**src/rtl/compare_tally_pkg.sv**
```systemverilog
// Shared types and helpers for the comparator tally stage: FSM state encoding,
// winner codes and the one-hot flag check.
package compare_pkg;

  typedef enum logic [1:0] {
    IDLE = 2'b00,
    RUN  = 2'b01,
    DONE = 2'b10
  } state_t;

  localparam logic [1:0] WIN_NONE = 2'b00;
  localparam logic [1:0] WIN_A    = 2'b01;
  localparam logic [1:0] WIN_B    = 2'b10;

  // Exactly one of the three comparator flags is set.
  function automatic logic onehot3(input logic [2:0] f);
    return (f == 3'b100) || (f == 3'b010) || (f == 3'b001);
  endfunction

endpackage

```
**src/rtl/compare_tally_if.sv**
```systemverilog
// Comparator result channel: three flags qualified by in_valid, accepted on in_ready.
// Handshake: a sample transfers on a rising clk edge where in_valid && in_ready;
// the master holds flags stable while in_valid is high, and in_ready never depends on in_valid.
interface compare_tally_if;
  logic in_valid;
  logic in_ready;
  logic a_is_greater;
  logic b_is_greater;
  logic are_equal;

  modport master (
    output in_valid, a_is_greater, b_is_greater, are_equal,
    input  in_ready
  );

  modport slave (
    input  in_valid, a_is_greater, b_is_greater, are_equal,
    output in_ready
  );
endinterface

```
**src/rtl/compare_tally_counter.sv**
```systemverilog
// Tally counter with synchronous clear and increment enable; optionally holds at
// all-ones instead of wrapping.
module tally_counter #(
  parameter int CNT_W    = 8,
  parameter bit SATURATE = 1'b0
) (
  input  logic             clk,
  input  logic             rst_n,
  input  logic             clr,
  input  logic             inc,
  output logic [CNT_W-1:0] count
);

  localparam logic [CNT_W-1:0] MAX = {CNT_W{1'b1}};

  logic at_max;
  assign at_max = SATURATE && (count == MAX);

  always_ff @(posedge clk or negedge rst_n) begin
    if (!rst_n) begin
      count <= '0;
    end else if (clr) begin
      count <= '0;
    end else if (inc && !at_max) begin
      count <= count + CNT_W'(1);
    end
  end

endmodule

```
**src/rtl/compare_tally.sv**
```systemverilog
// Match tally stage behind the 4-bit magnitude comparator: counts A wins, B wins
// and ties per match and declares a winner when one side reaches WIN_TARGET.
module compare_tally
  import compare_pkg::*;
#(
  parameter int CNT_W      = 8,
  parameter int WIN_TARGET = 5
) (
  input  logic             clk,
  input  logic             rst_n,
  input  logic             start,
  compare_tally_if.slave   cmp,
  output logic [CNT_W-1:0] a_wins,
  output logic [CNT_W-1:0] b_wins,
  output logic [CNT_W-1:0] ties,
  output logic [1:0]       winner,
  output logic             done,
  output logic             busy,
  output logic             flag_err,
  output state_t           state_dbg
);

  localparam logic [CNT_W-1:0] TARGET_M1 = CNT_W'(WIN_TARGET - 1);

  state_t     state_q, state_d;
  logic       ready_q;
  logic [2:0] flags;
  logic       accept;
  logic       inc_a, inc_b, inc_t, clr, set_err;
  logic [1:0] winner_d;
  logic       done_d;

  assign flags         = {cmp.a_is_greater, cmp.b_is_greater, cmp.are_equal};
  // start outranks a sample presented in the same cycle.
  assign accept        = cmp.in_valid && ready_q && !start;
  assign cmp.in_ready  = ready_q;
  assign state_dbg     = state_q;

  always_ff @(posedge clk or negedge rst_n) begin
    if (!rst_n) state_q <= IDLE;
    else        state_q <= state_d;
  end

  always_comb begin
    state_d  = state_q;
    inc_a    = 1'b0;
    inc_b    = 1'b0;
    inc_t    = 1'b0;
    clr      = 1'b0;
    set_err  = 1'b0;
    winner_d = winner;
    done_d   = done;
    case (state_q)
      IDLE, DONE: begin
        if (start) begin
          state_d  = RUN;
          clr      = 1'b1;
          winner_d = WIN_NONE;
          done_d   = 1'b0;
        end
      end
      RUN: begin
        if (start) begin
          clr      = 1'b1;
          winner_d = WIN_NONE;
        end else if (accept) begin
          if (!onehot3(flags)) begin
            set_err = 1'b1;
          end else if (flags == 3'b100) begin
            inc_a = 1'b1;
            if (a_wins == TARGET_M1) begin
              state_d  = DONE;
              winner_d = WIN_A;
              done_d   = 1'b1;
            end
          end else if (flags == 3'b010) begin
            inc_b = 1'b1;
            if (b_wins == TARGET_M1) begin
              state_d  = DONE;
              winner_d = WIN_B;
              done_d   = 1'b1;
            end
          end else begin
            inc_t = 1'b1;
          end
        end
      end
      default: state_d = IDLE;
    endcase
  end

  // Status outputs are registered from the next-state decode so they line up with the counters.
  always_ff @(posedge clk or negedge rst_n) begin
    if (!rst_n) begin
      ready_q  <= 1'b0;
      busy     <= 1'b0;
      done     <= 1'b0;
      winner   <= WIN_NONE;
      flag_err <= 1'b0;
    end else begin
      ready_q  <= (state_d == RUN);
      busy     <= (state_d == RUN);
      done     <= done_d;
      winner   <= winner_d;
      flag_err <= clr ? 1'b0 : (flag_err | set_err);
    end
  end

  tally_counter #(.CNT_W(CNT_W), .SATURATE(1'b0)) u_a_cnt (
    .clk(clk), .rst_n(rst_n), .clr(clr), .inc(inc_a), .count(a_wins)
  );

  tally_counter #(.CNT_W(CNT_W), .SATURATE(1'b0)) u_b_cnt (
    .clk(clk), .rst_n(rst_n), .clr(clr), .inc(inc_b), .count(b_wins)
  );

  tally_counter #(.CNT_W(CNT_W), .SATURATE(1'b1)) u_t_cnt (
    .clk(clk), .rst_n(rst_n), .clr(clr), .inc(inc_t), .count(ties)
  );

endmodule

```
**src/flat_wrapper.sv**
```systemverilog
// flat-port wrapper written by rule: the top's interface ports become plain ports
module compare_tally_flat import compare_pkg::*;
#(
  parameter int CNT_W      = 8,
  parameter int WIN_TARGET = 5
)
  (clk, rst_n, start, a_wins, b_wins, ties, winner, done, busy, flag_err, state_dbg, cmp_in_valid, cmp_a_is_greater, cmp_b_is_greater, cmp_are_equal, cmp_in_ready);
  compare_tally_if cmp_i ();
  input  logic clk;
  input  logic rst_n;
  input  logic start;
  output logic [CNT_W-1:0] a_wins;
  output logic [CNT_W-1:0] b_wins;
  output logic [CNT_W-1:0] ties;
  output logic [1:0] winner;
  output logic done;
  output logic busy;
  output logic flag_err;
  output state_t state_dbg;
  input wire logic [$bits(cmp_i.in_valid)-1:0] cmp_in_valid;
  input wire logic [$bits(cmp_i.a_is_greater)-1:0] cmp_a_is_greater;
  input wire logic [$bits(cmp_i.b_is_greater)-1:0] cmp_b_is_greater;
  input wire logic [$bits(cmp_i.are_equal)-1:0] cmp_are_equal;
  output wire logic [$bits(cmp_i.in_ready)-1:0] cmp_in_ready;
  assign cmp_i.in_valid = cmp_in_valid;
  assign cmp_i.a_is_greater = cmp_a_is_greater;
  assign cmp_i.b_is_greater = cmp_b_is_greater;
  assign cmp_i.are_equal = cmp_are_equal;
  assign cmp_in_ready = cmp_i.in_ready;
  compare_tally #(.CNT_W(CNT_W), .WIN_TARGET(WIN_TARGET)) u_core (.clk(clk), .rst_n(rst_n), .start(start), .cmp(cmp_i), .a_wins(a_wins), .b_wins(b_wins), .ties(ties), .winner(winner), .done(done), .busy(busy), .flag_err(flag_err), .state_dbg(state_dbg));
endmodule
```
**config.mk**
```make
export PLATFORM = sky130hd
export DESIGN_NAME = compare_tally_flat
export DESIGN_NICKNAME = d
export VERILOG_FILES = /design/src/rtl/compare_tally_pkg.sv /design/src/rtl/compare_tally_if.sv /design/src/rtl/compare_tally_counter.sv /design/src/rtl/compare_tally.sv /design/src/flat_wrapper.sv
export SDC_FILE = /design/constraint.sdc
export NUM_CORES = 1
export LEC_CHECK = 0
export ABC_AREA = 1
export CORE_MARGIN = 2
export CORE_UTILIZATION = 46
export CTS_CLUSTER_SIZE = 16
export DETAILED_ROUTE_END_ITERATION = 10
export PLACE_DENSITY = 0.73
export SYNTH_ARGS = -nofsm -noshare
export SYNTH_HDL_FRONTEND = slang
export SYNTH_SLANG_ARGS = --single-unit
```
**constraint.sdc**
```tcl
create_clock -name clk -period 1.8 [get_ports clk]
set_clock_uncertainty 0.1 [all_clocks]
set_input_delay 0.27 -clock clk [delete_from_list [all_inputs] [get_ports clk]]
set_output_delay 0.27 -clock clk [all_outputs]
set_load 0.02 [all_outputs]
```
======== After elaboration in Yosys (flattened, before gate mapping) ========
Index checks and enable logic that the tools add are counted.
storage, ports and cells
  register bits after elaboration ......... 31
  bits in latches ......................... 0
  RAM bits ................................ 0
  memory bits (read-only) ................. 0
  input bits .............................. 7
  output and inout port bits .............. 32
  word-level logic and storage cells ...... 106
  memories kept ........................... 0
operators by class
  $add $sub $neg .......................... 3
  multiply operators ...................... 0
  div/mod/pow operators ................... 0
  order comparisons ....................... 0
  equality and inequality tests ........... 21
  shift operators ......................... 0
  muxes and demuxes ....................... 57
  bitwise operators ....................... 1
  reductions and logical operators ........ 16
operators with widths
  kind                                                   number
  2-to-1 mux 8 bit                                       6
  2-to-1 mux 1 bit                                       32
  2-to-1 mux 2 bit                                       16
  adder 8 x 1 -> 8 bit, second input constant            3
  == test 8 x 3 -> 1 bit, second input constant          2
  == test 8 bit, second input constant                   1
  inequality test 4 x 2 -> 1 bit, second input constant  2
  case mux 2 bit (2 select lines)                        2
  AND reduction 8 bit                                    1
  nonzero test 2 bit                                     4
  AND reduction 7 bit                                    1
  inequality test 3 x 1 -> 1 bit, second input constant  2
  inequality test 3 x 2 -> 1 bit, second input constant  2
  == test 2 x 1 -> 1 bit, second input constant          2
  inequality test 2 x 1 -> 1 bit, second input constant  2
  inequality test 2 bit, second input constant           2
  inequality test 4 bit, second input constant           1
  == test 3 x 1 -> 1 bit, second input constant          1
  == test 3 x 2 -> 1 bit, second input constant          1
  == test 3 bit, second input constant                   1
  logical AND 1 bit                                      3
  inequality test 3 bit, second input constant           1
  OR reduction 3 bit                                     1
  == test 2 bit, second input constant                   1
  6 further kinds                                        8

======== Depth between registers and ports, before layout ========
  word-level depth ........................ 10
  mapped depth ............................ 9
  gate-level depth less buffers ........... 9

======== Hierarchy ========
A second synthesis with hierarchy kept.
second synthesis, totals
  cell total of the unflattened synthesis .. 272
  area total of the unflattened synthesis .. 1950.6 um^2
by module, submodules not included
  module                               instances  cells each  area an instance (um^2)  seq. area each (um^2)
  tally_counter at u_core.u_a_cnt ...  2          60          467.9                    200.2
  compare_tally                        1          79          520.5                    175.2
  tally_counter at u_core.u_t_cnt      1          73          494.2                    200.2

======== Least setup slack after synthesis ========
No wires, ideal clock.
  kind .................................... flip-flop to flip-flop
  from .................................... reg u_core.u_t_cnt.count[0]
  to ...................................... reg u_core.u_t_cnt.count[3]
  library setup time ...................... 0.117 ns
  arrival time ............................ 1.382 ns
  data required time ...................... 1.583 ns
  slack ................................... 0.201 ns
  stages on the path, launching flop included .. 9
  buffers on the path ..................... 0
  period minus slack after synthesis ...... 1.599 ns
  cells stage by stage .................... dfrtp_1 ha_1 nand2_1 nor2_2 nand3_2 nand2_4 nand2_4 nand2_1 nand2_1
on the way
  word-level cells in the longest chain between the ends .. 4
  elaborated cells between the ends (all ways) .. 7
  those cells by class .................... add/sub: 1; eq/ne: 1; mux: 2; reduce/logical: 3
ends and longest elaborated chain
  what                                                          line                         source
  start: declaration                                            compare_tally_counter.sv:11  output logic [CNT_W-1:0] count
  start signal: assignment                                      compare_tally_counter.sv:25  count <= count + CNT_W'(1);
  branches (longest 4 deep; another with adder 8 x 1 -> 8 bit)  -
Parallel ways; which one is timed is not known. The select of a mux whose other input is x is not followed.
A chain may end at the register's enable or synchronous reset.

======== Final worst setup path ========
  from .................................... reg u_core.u_t_cnt.count[0]
  to ...................................... out ties[0]
RTL lines
  what              line                source
  end: declaration  flat_wrapper.sv:14  output logic [CNT_W-1:0] ties;
No word-level cell between the ends.

==> results.py <==
metrics = {
    "global_route": {
        "grt_pass1_wl_mm": 6.93,
        "grt_max_degree": 32,
        "antenna_found_initial": 0,
        "grt-ovfl-total": 0,
        "track_usage_pct": 20.1,
        "grt_pass1_vias": 1613,
    },
    "cts": {
        "cts_hold_buf": 0,
        "insertion_delay_ns": 0.28,
        "clockBufferDepth": 2,
        "clockRootBuffer": "clkbuf_8",
        "cts_tree": "built",
        "path_clk_slew_ns": 0.07,
        "cts_buffers": 5,
        "cts-htree-levels": 2,
        "cts_sinks": 31,
    },
    "die": {
        "dieWidth_um": 67.5,
        "num_rows": 23,
        "die_h_um": 67.5,
        "core-area_mm2": 0.00394,
        "start_util_pct": 47.1,
        "dieArea_mm2": 0.00456,
        "ios": 39,
    },
    "critical_path": {
        "cp.arrival_ns": 1.38,
        "required_ns": 1.43,
        "rrSetupSlack_ns": 0.20,
        "crit_fanout": 5,
        "worstSetupPathType": "flop to output pin",
        "start_kind": "flop",
        "r2r_cells": 9,
        "cp-end-kind": "output pin",
    },
    "detailed_routing": {
        "wirelength_mm": 4.15,
        "drt-initial-drc-count": 79,
        "dr_total_vias": 1718,
        "dr.pass1.iters": 4,
        "vias_per_cell": 4.99,
        "postRouteAntennaNets": 0,
        "routedWlPerCell_um": 12.1,
        "drc": 0,
    },
    "pwr": {
        "power_density_mw_per_mm2": 676,
        "irDropWorstVdd_uv": 538,
        "leakage_nw": 1.24,
        "p_total_w": 0.00169,
    },
    "sta": {
        "hold_viol_final": 0,
        "slew_violations": 0,
        "rsz0062_at_grt": "false",
        "relSlewSlack_pct": 73.4,
        "fmax_mhz": 570,
        "whs_ns": 0.285,
        "worst_pin_slew_ns": 0.399,
        "setup_viol_count_final": 0,
        "fin_crit_sh_pct": 97.4,
        "post-route-min-period_ns": 1.75,
    },
    "placed_design": {
        "io_buffers": 38,
        "gp_congestion": 0.837,
        "placed_cell_area_mm2": 0.00235,
        "hpwlAfterDp_mm": 3.00,
    },
    "synth": {
        "ys_seq_elements": 31,
        "syn_area_per_cell_um2": 7.80,
        "ys_types": 32,
        "synth_fp_nets": 250,
        "synthTopCellsByArea": "dfrtp_1, nand2_1, nand3_1, nor2_1, inv_1",
        "yosysSeqAreaShare_pct": 41.8,
        "synth_area_mm2": 0.00186,
        "synth_area_leader_cell": "dfrtp_1",
        "syn_inst": 238,
        "yosysWarnings": 0,
        "synth_top_area_share_pct": 41.8,
    },
    "hold_path": {
        "hold_path.class": "input port to async pin",
    },
    "cells_and_area": {
        "antenna_cells": 0,
        "final_cell_area_mm2": 0.00250,
        "finalNetCount": 305,
        "drive_gt1_share_pct": 14.6,
        "syn2layout_area_growth_pct": 34.9,
    },
    "run": {
        "drv_cap": 0,
    },
    "run_status": {
        "run_status": "finished clean",
    },
}
## synth_stat cells
library cell,instances
inv_2,4
and3_1,2
ha_1,5
nor3_1,3
a21oi_1,6
nand2_2,3
nand3_1,30
buf_4,1
or2_2,1
nor2_4,2
o21ai_0,6
xor2_1,5
o21a_1,1
a22oi_1,1
xnor2_1,2
nor3_2,1
nor2_1,30
nand2_1,50
inv_4,1
buf_6,2
nand2_4,4
nand4_1,4
inv_1,24
dfrtp_1,31
nand3_2,4
a31oi_1,1
a21boi_0,1
o21ai_1,9
o31ai_1,1
nor2_2,1
nor4_1,1
o21ai_4,1
## report_power, final
part           leakage, nW  internal [W]  switching [W]
registers            0.418      0.000716      0.0000172
logic                0.765      0.000104       0.000140
clock network       0.0612      0.000448       0.000268
## kinds of logic (layout without fill, tap and decap cells)
| group | Yosys count | after routing | synth area share (%) |
|---|---|---|---|
| AO/OA/AOI/OAI | 27 | 27 | 8.49 |
| XOR/XNOR | 7 | 7 | 3.30 |
| adder cells (fa/ha/maj) | 5 | 5 | 3.37 |
| buffers and inverters | 32 | 88 | 7.61 |
| flip-flops | 31 | 31 | 41.8 |
| AND/OR/NAND/NOR | 136 | 136 | 35.4 |
## registers in the layout, summed over array words and instances, names as in the netlist
name                  flops
u_core.u_b_cnt.count      8
u_core.busy               1
u_core.flag_err           1
u_core.done               1
u_core.u_a_cnt.count      8
u_core.state_dbg          2
u_core.u_t_cnt.count      8
u_core.winner             2
## per-stage QoR
stage	setup slack, ns	utilization [%]	setup TNS [ns]	std cells
6_report	0.0461	63.5	0	344
5_1_grt	0.00209	63.5	0	344
4_1_cts	0.0183	62.6	0	342
3_5_place_dp	-0.116	59.7	-0.730	334
3_3_place_gp	-0.0289	59.7	-0.196	334
2_1_floorplan	0.201	-	0	238
## layout make-up
class | instances | area (µm²)
multi-input combinational | 175 | 940
clock inverter | 2 | 35.0
tap | 50 | 62.6
fill | 371 | 1440
clock buffer | 6 | 82.6
sequential | 31 | 776
timing repair buffer | 51 | 498
inverter | 29 | 111
## routing by layer
layer	track usage (%)	wire (µm)	vias up	share of wire (%)
met5	0	0	-	0
met3	4.00	160	6	3.9
li1	-	-	881	-
met1	25.2	1900	800	46
met2	34.2	2070	31	50
met4	6.89	29	0	0.70
## cells in the final DEF, fill, tap and decap left out, drive strengths merged, types with 2 or more instances in the layout
| master | instances |
|---|---|
| a21oi | 6 |
| and3 | 2 |
| buf | 13 |
| clkbuf | 6 |
| clkdlybuf4s50 | 35 |
| dfrtp | 31 |
| dlymetal6s2s | 3 |
| ha | 5 |
| inv | 29 |
| nand2 | 57 |
| nand3 | 34 |
| nand4 | 4 |
| nor2 | 33 |
| nor3 | 4 |
| o21ai | 16 |
| xnor2 | 2 |
| xor2 | 5 |
## worst paths after layout
check / to / start
worst min register to register: u_core.done / u_core.done
worst max register to register: u_core.winner[0] / u_core.u_b_cnt.count[0]
worst min-delay path: u_core.u_a_cnt.count[6] / rst_n
worst max-delay path: ties[0] / u_core.u_t_cnt.count[0]
min in group clk: u_core.done / u_core.done
max in group asynchronous: u_core.u_b_cnt.count[0] / rst_n
## worst max-delay path, stage by stage, from the launching register on
cell and delay, ns:
dfrtp_1 0.36, buf_4 0.14, clkdlybuf4s50_1 0.61
## repair_timing
item                       in CTS  in global routing
resized for setup               0                  3
setup endpoints to repair       0                  4
buffers inserted                0                  2
No activity file was read; power rests on OpenSTA's default activity.
